File: src/rtl/fpu_result_stage_pkg.sv
// fpu_result_stage_pkg: op codes, exception codes, special values and FSM states
// shared by the FPU result stage and its special-result helper.
package fpu_result_stage_pkg;

    localparam logic [1:0] _ADDITION       = 2'b00;
    localparam logic [1:0] _SUBTRACTION    = 2'b01;
    localparam logic [1:0] _MULTIPLICATION = 2'b10;
    localparam logic [1:0] _DIVISION       = 2'b11;

    localparam logic [2:0] _NO_EXCE       = 3'b000;
    localparam logic [2:0] _qNAN_EXCE     = 3'b001;
    localparam logic [2:0] _INF_EXCE      = 3'b010;
    localparam logic [2:0] _ZERO_DIV_EXCE = 3'b011;
    localparam logic [2:0] _CORE_TO_EXCE  = 3'b100;

    localparam logic [7:0] _QNAN      = 8'h7C;
    localparam logic [7:0] _PLUS_INF  = 8'h78;
    localparam logic [7:0] _MINUS_INF = 8'hF8;

    typedef enum logic [1:0] {_ST_IDLE, _ST_ISSUE, _ST_WAIT, _ST_HOLD} state_t;

    // Sticky layout {timeout, div_by_zero, invalid, nan_input}; unlisted codes set nothing.
    function automatic logic [3:0] sticky_flag(input logic [2:0] exce);
        return exce == _qNAN_EXCE     ? 4'b0001 :
               exce == _INF_EXCE      ? 4'b0010 :
               exce == _ZERO_DIV_EXCE ? 4'b0100 :
               exce == _CORE_TO_EXCE  ? 4'b1000 : 4'b0000;
    endfunction

endpackage

File: src/rtl/fpu_special_result.sv
// fpu_special_result: maps an exception verdict and operands to the IEEE-style special result.
module fpu_special_result
    import fpu_result_stage_pkg::*;
(
    input  logic [7:0] i_a,
    input  logic       i_b_sign,
    input  logic [2:0] i_exce,
    output logic [7:0] o_result
);

    // Only x/0 with a non-zero dividend yields a signed infinity; 0/0 and everything else is qNaN.
    always_comb begin
        o_result = (i_exce == _ZERO_DIV_EXCE && i_a[6:0] != 7'h00)
                 ? ((i_a[7] ^ i_b_sign) ? _MINUS_INF : _PLUS_INF)
                 : _QNAN;
    end

endmodule

File: src/rtl/fpu_result_stage.sv
// fpu_result_stage: issues non-exceptional ops to the arithmetic core, substitutes special
// results for exceptions, presents one registered result and accumulates sticky flags.
module fpu_result_stage
    import fpu_result_stage_pkg::*;
#(
    parameter int TIMEOUT_CYCLES = 16
) (
    input  logic       CLK,
    input  logic       RST,
    input  logic       IN_VALID,
    output logic       IN_READY,
    input  logic [1:0] FP_OPERATION,
    input  logic [7:0] OP_A,
    input  logic [7:0] OP_B,
    input  logic       OP_IS_EXCEPTION,
    input  logic [2:0] FP_EXCE,
    output logic       CORE_START,
    output logic [1:0] CORE_OP,
    output logic [7:0] CORE_A,
    output logic [7:0] CORE_B,
    input  logic       CORE_DONE,
    input  logic [7:0] CORE_RESULT,
    output logic       OUT_VALID,
    input  logic       OUT_READY,
    output logic [7:0] RESULT,
    output logic [2:0] RESULT_EXCE,
    output logic [3:0] STICKY_FLAGS,
    input  logic       STICKY_CLR
);

    localparam int CW = $clog2(TIMEOUT_CYCLES + 1);

    state_t          r_state;
    logic [CW-1:0]   r_cnt;
    logic [1:0]      r_op;
    logic [7:0]      r_a;
    logic [7:0]      r_b;
    logic [7:0]      r_result;
    logic [2:0]      r_exce;
    logic [3:0]      r_sticky;
    logic [7:0]      w_special;
    logic            w_timeout;
    logic            w_fire;

    fpu_special_result u_special (
        .i_a      (OP_A),
        .i_b_sign (OP_B[7]),
        .i_exce   (FP_EXCE),
        .o_result (w_special)
    );

    // r_cnt counts completed WAIT cycles, so the last allowed cycle sees TIMEOUT_CYCLES-1.
    always_comb begin
        w_timeout = r_cnt == CW'(TIMEOUT_CYCLES - 1);
        w_fire    = r_state == _ST_HOLD && OUT_READY;
    end

    always_ff @(posedge CLK) begin
        if (RST) begin
            r_state  <= _ST_IDLE;
            r_cnt    <= '0;
            r_op     <= '0;
            r_a      <= '0;
            r_b      <= '0;
            r_result <= 8'h00;
            r_exce   <= _NO_EXCE;
            r_sticky <= '0;
        end else begin
            case (r_state)
                _ST_IDLE: if (IN_VALID) begin
                    r_op <= FP_OPERATION;
                    r_a  <= OP_A;
                    r_b  <= OP_B;
                    if (OP_IS_EXCEPTION) begin
                        r_result <= w_special;
                        r_exce   <= FP_EXCE;
                        r_state  <= _ST_HOLD;
                    end else begin
                        r_state <= _ST_ISSUE;
                    end
                end
                _ST_ISSUE: begin
                    r_cnt   <= '0;
                    r_state <= _ST_WAIT;
                end
                _ST_WAIT: begin
                    r_cnt <= r_cnt + 1'b1;
                    if (CORE_DONE) begin
                        r_result <= CORE_RESULT;
                        r_exce   <= _NO_EXCE;
                        r_state  <= _ST_HOLD;
                    end else if (w_timeout) begin
                        r_result <= _QNAN;
                        r_exce   <= _CORE_TO_EXCE;
                        r_state  <= _ST_HOLD;
                    end
                end
                _ST_HOLD: if (OUT_READY) r_state <= _ST_IDLE;
                default: r_state <= _ST_IDLE;
            endcase
            // A clear coinciding with a handshake still records the new flag.
            if (w_fire)
                r_sticky <= (STICKY_CLR ? 4'b0000 : r_sticky) | sticky_flag(r_exce);
            else if (STICKY_CLR)
                r_sticky <= '0;
        end
    end

    always_comb begin
        IN_READY     = r_state == _ST_IDLE;
        CORE_START   = r_state == _ST_ISSUE;
        OUT_VALID    = r_state == _ST_HOLD;
        CORE_OP      = r_op;
        CORE_A       = r_a;
        CORE_B       = r_b;
        RESULT       = r_result;
        RESULT_EXCE  = r_exce;
        STICKY_FLAGS = r_sticky;
    end

endmodule
File: config.mk
export PLATFORM = sky130hd
export DESIGN_NAME = fpu_result_stage
export DESIGN_NICKNAME = d
export VERILOG_FILES = /design/src/rtl/fpu_result_stage_pkg.sv /design/src/rtl/fpu_special_result.sv /design/src/rtl/fpu_result_stage.sv
export SDC_FILE = /design/constraint.sdc
export NUM_CORES = 1
export LEC_CHECK = 0
export ABC_AREA = 0
export CORE_ASPECT_RATIO = 1.75
export CORE_MARGIN = 8
export CORE_UTILIZATION = 30
export CTS_CLUSTER_DIAMETER = 40
export DETAILED_ROUTE_END_ITERATION = 16
export HOLD_SLACK_MARGIN = 0.1
export PLACE_DENSITY = 0.7
export SLEW_MARGIN = 20
export SYNTH_ARGS = -nofsm -noshare
export SYNTH_HDL_FRONTEND = slang
export SYNTH_SLANG_ARGS = --single-unit
File: constraint.sdc
create_clock -name CLK -period 2.4 [get_ports CLK]
set_clock_uncertainty 0.05 [all_clocks]
set_input_delay 0.72 -clock CLK [delete_from_list [all_inputs] [get_ports CLK]]
set_output_delay 0.72 -clock CLK [all_outputs]
set_load 0.02 [all_outputs]
==> results of run 1 <==
## routing by layer
layer	wire [um]	share of wire (%)	up-vias
met5	0	0	-
met4	66	1.3	0
met3	352	7.0	4
met2	2760	55	42
met1	1880	37	758
li1	-	-	845
## Yosys cell counts
library cell and number:
sky130_fd_sc_hd__nor2_2 1, sky130_fd_sc_hd__a211oi_1 8, sky130_fd_sc_hd__buf_6 2, sky130_fd_sc_hd__o22a_1 1, sky130_fd_sc_hd__inv_1 8, sky130_fd_sc_hd__and2_1 1, sky130_fd_sc_hd__nor3b_2 1, sky130_fd_sc_hd__nand4_1 2
sky130_fd_sc_hd__buf_4 1, sky130_fd_sc_hd__nor3b_1 2, sky130_fd_sc_hd__a211o_1 1, sky130_fd_sc_hd__nor2b_1 2, sky130_fd_sc_hd__ha_1 6, sky130_fd_sc_hd__a211oi_4 1, sky130_fd_sc_hd__xor2_1 1, sky130_fd_sc_hd__or4_1 1
sky130_fd_sc_hd__nor3_1 1, sky130_fd_sc_hd__buf_2 2, sky130_fd_sc_hd__nand3b_1 2, sky130_fd_sc_hd__and3_1 2, sky130_fd_sc_hd__nor2_1 21, sky130_fd_sc_hd__a221oi_1 1, sky130_fd_sc_hd__clkbuf_1 7, sky130_fd_sc_hd__a32oi_1 2
sky130_fd_sc_hd__nand2_1 47, sky130_fd_sc_hd__nor4_1 1, sky130_fd_sc_hd__nand4bb_1 1, sky130_fd_sc_hd__mux2i_1 1, sky130_fd_sc_hd__nand2b_1 3, sky130_fd_sc_hd__o41ai_2 1, sky130_fd_sc_hd__nand3_1 3, sky130_fd_sc_hd__o21ai_0 2
sky130_fd_sc_hd__a21oi_1 31, sky130_fd_sc_hd__dfxtp_1 40
## state kept, by name, summed over array words and instances (netlist names)
signal        cells
CORE_OP           2
CORE_A            8
RESULT_EXCE       3
r_state           2
r_cnt             5
STICKY_FLAGS      4
CORE_B            8
RESULT            8
## logic make-up (layout without fill, tap and decap cells)
| kind of cell | after synthesis | in the layout |
|---|---|---|
| DFF | 40 | 40 |
| buffers and inverters | 20 | 95 |
| muxes | 1 | 1 |
| AOI/OAI and AO/OA | 48 | 48 |
| xor gates and xnor gates | 1 | 1 |
| adders and majority gates | 6 | 6 |
| and+or+nand+nor | 91 | 91 |
## path summary, 6_finish.rpt
check,from,end,slack (ps)
worst min-delay path,CORE_B[2]$_SDFFE_PP0P_,CORE_B[2]$_SDFFE_PP0P_,400
worst max-delay path,r_state[0]$_SDFFE_PP0P_,OUT_VALID,70
worst max register to register,r_cnt[0]$_SDFFE_PP0P_,RESULT[2]$_SDFFE_PP0P_,560
worst min register to register,CORE_B[2]$_SDFFE_PP0P_,CORE_B[2]$_SDFFE_PP0P_,400
## worst min-delay path: cells and delay by family, from the launching register on
kind / cells / cell delay [ps]
flops: 1 / 310
simple gates: 1 / 50
compound gates: 1 / 50
## stage by stage
step	total power, mW	cells	worst slack, ps
after floorplan	1.76	207	666
after global placement	2.24	350	212
after global routing	2.90	358	0.703
after CTS	2.74	358	58.0
final	2.70	358	70.9
after detailed placement	2.27	350	152
## area by class of cell
cell class,count,area (um2)
tap,76,95.1
sequential,40,801
timing repair buffer,79,771
clock inverter,1,7.51
multi-input combinational,147,811
clock buffer,7,86.3
fill,556,2940
inverter,8,30.0
## power by group through the flow
stage / Combinational, mW / Clock, mW / Sequential [mW]
after floorplan: 0.712 / 0 / 1.05
after global placement: 1.32 / 0 / 0.914
after detailed placement: 1.35 / 0 / 0.920
after CTS: 1.36 / 0.481 / 0.905
after global routing: 1.47 / 0.509 / 0.921
final: 1.33 / 0.462 / 0.902
==> reports/qor.csv, run 1 <==
metric;value;unit
number of setup violations in the final report;0;
met1 usage;12.2;%
Post-Route Setup TNS;0;ps
die width;73.0;um
number of maximum-capacitance constraint violations;0;
wire length of the first global-routing pass;8010;um
Initial DRC Count;39;
number of nets in the synthesized netlist;249;
post-synthesis xor/xnor area fraction;0.513;%
Synth Area in Compound Gates;17.9;%
Hold Path Class;reg2reg;
result of the run;finished clean;
largest family of logic cells by synthesized area;simple AND/OR/NAND/NOR gates;
arrival time at the worst endpoint;1560;ps
CTS Buffer Depth;2;
Max Slew Vio Count;0;
total internal power;1.63;mW
kind of cell adding the most delay to the critical path;buffers and inverters;
Placer Congestion;0.714;
DR WL/cell;14.1;um
H-tree depth;2;
crit path max fanout;4;
Logic pwr share;49.4;%
Clk network pwr share;17.2;%
portion of synthesized cell area occupied by the leading cell type;46.9;%
number of antenna diodes;0;
cell breakdown of the critical path;ha_1 -> clkdlybuf4s50_1;
switching power summed over all nets;1.06;mW
Port Buffers;71;
number of primary I/O pins;72;
share of total power in sequential cells;33.5;%
met2 usage;22.1;%
Lkg Pwr;0.964;nW
Reg clk slew, reported paths;80;ps
RSZ-0062 raised after global routing;no;
CP bufs+invs;1;
count of unique library cells instantiated by Yosys;34;
Critical Path Sink Type;primary output;
number of gates given a new drive strength after cts;0;
clock tree from TritonCTS;done;
total count of hold-check failures in the final report;0;
Placement Cell Area;2510;um2
Net count, final;323;
Post-Layout Inst Area;2600;um2
delay contributed by the slowest stage of the critical path;630;ps
total wire length after detailed routing;5060;um
Hold WS;405;ps
vertical die dimension;116;um
die area;8460;um2
most heavily used metal layer in global routing;met2;
vias per cell;4.61;
period utilization;97.0;%
Synthesis Warnings;0;
Critical Path Stages;2;
Pwr Density;1040;nW/um2
number of register bits inferred by synthesis;40;
peak clock frequency supported by timing;429;MHz
slowest library cell on the worst path;sky130_fd_sc_hd__clkdlybuf4s50_1;
top area cells in the synthesized netlist;sky130_fd_sc_hd__dfxtp_1, sky130_fd_sc_hd__nand2_1, sky130_fd_sc_hd__a21oi_1;
global routing met3 resource utilization;4.16;%
Core Region;5540;um2
total number of vias;1649;
initial standard-cell utilization of the core;30.8;%
via count of the first global-routing pass;1646;
synthesis-to-layout area growth;52.3;%
pin count of the biggest net entering global routing;19;
most frequent cells in the layout;sky130_fd_sc_hd__clkdlybuf4s50_1, sky130_fd_sc_hd__nand2_1, sky130_fd_sc_hd__dfxtp_1;
residual antenna-violating net count after detailed routing;0;
share of total power consumed by net switching;39.3;%
share of cell area taken by muxes after synthesis;0.586;%
root cell of the clock tree;sky130_fd_sc_hd__clkbuf_8;
R2R cell count;7;
sequential-to-total area share from yosys stat;46.9;%
overall track demand over capacity in global routing;12.2;%
worst vdd rail ir drop;0.527;mV
global-route congestion overflow total;0;
Clock Latency Late Sink;290;ps
clock period minus final worst setup slack;2330;ps
number of cells produced by synthesis;207;
count of hold buffers inserted by post-cts repair;0;
most common library cell in the layout ignoring fill and taps;sky130_fd_sc_hd__clkdlybuf4s50_1;
TritonRoute pass-1 iters;4;
max_slew headroom;66.9;%
share of layout cells above drive strength 1;6.74;%
syn_area_per_cell;8.25;um2
category of the worst setup path launch point;register;
start-to-end type of the worst setup path;reg2out;
number of standard-cell rows in the floorplan;36;
hold-critical path depth;2;
Final Util;47.0;%
Post-CTS Setup Repair Bufs;0;
leading area contributor after synthesis;sky130_fd_sc_hd__dfxtp_1;
arithmetic-cell share of the synthesized area counting full adders, half adders and majority gates;4.40;%
area share of and/or/nand/nor cells after synthesis;24.1;%
post-detailed-route DRC marker count;0;
post-synth design cell area;1710;um2
slew at the pin with the worst max-slew slack;496;ps
number of clock buffers inserted by TritonCTS;5;
required time of the worst setup path;1630;ps
sum of net half-perimeters after detailed placement;3910;um
# clock sinks;40;
antenna violations before repair;0;
Power figures use the tool's default switching activity.
==> run 2: changes to the inputs <==
- HOLD_SLACK_MARGIN: 0.1 -> 0.15
==> results of run 2 <==
Final layout, timing and power as in run 1 (identical DEF).
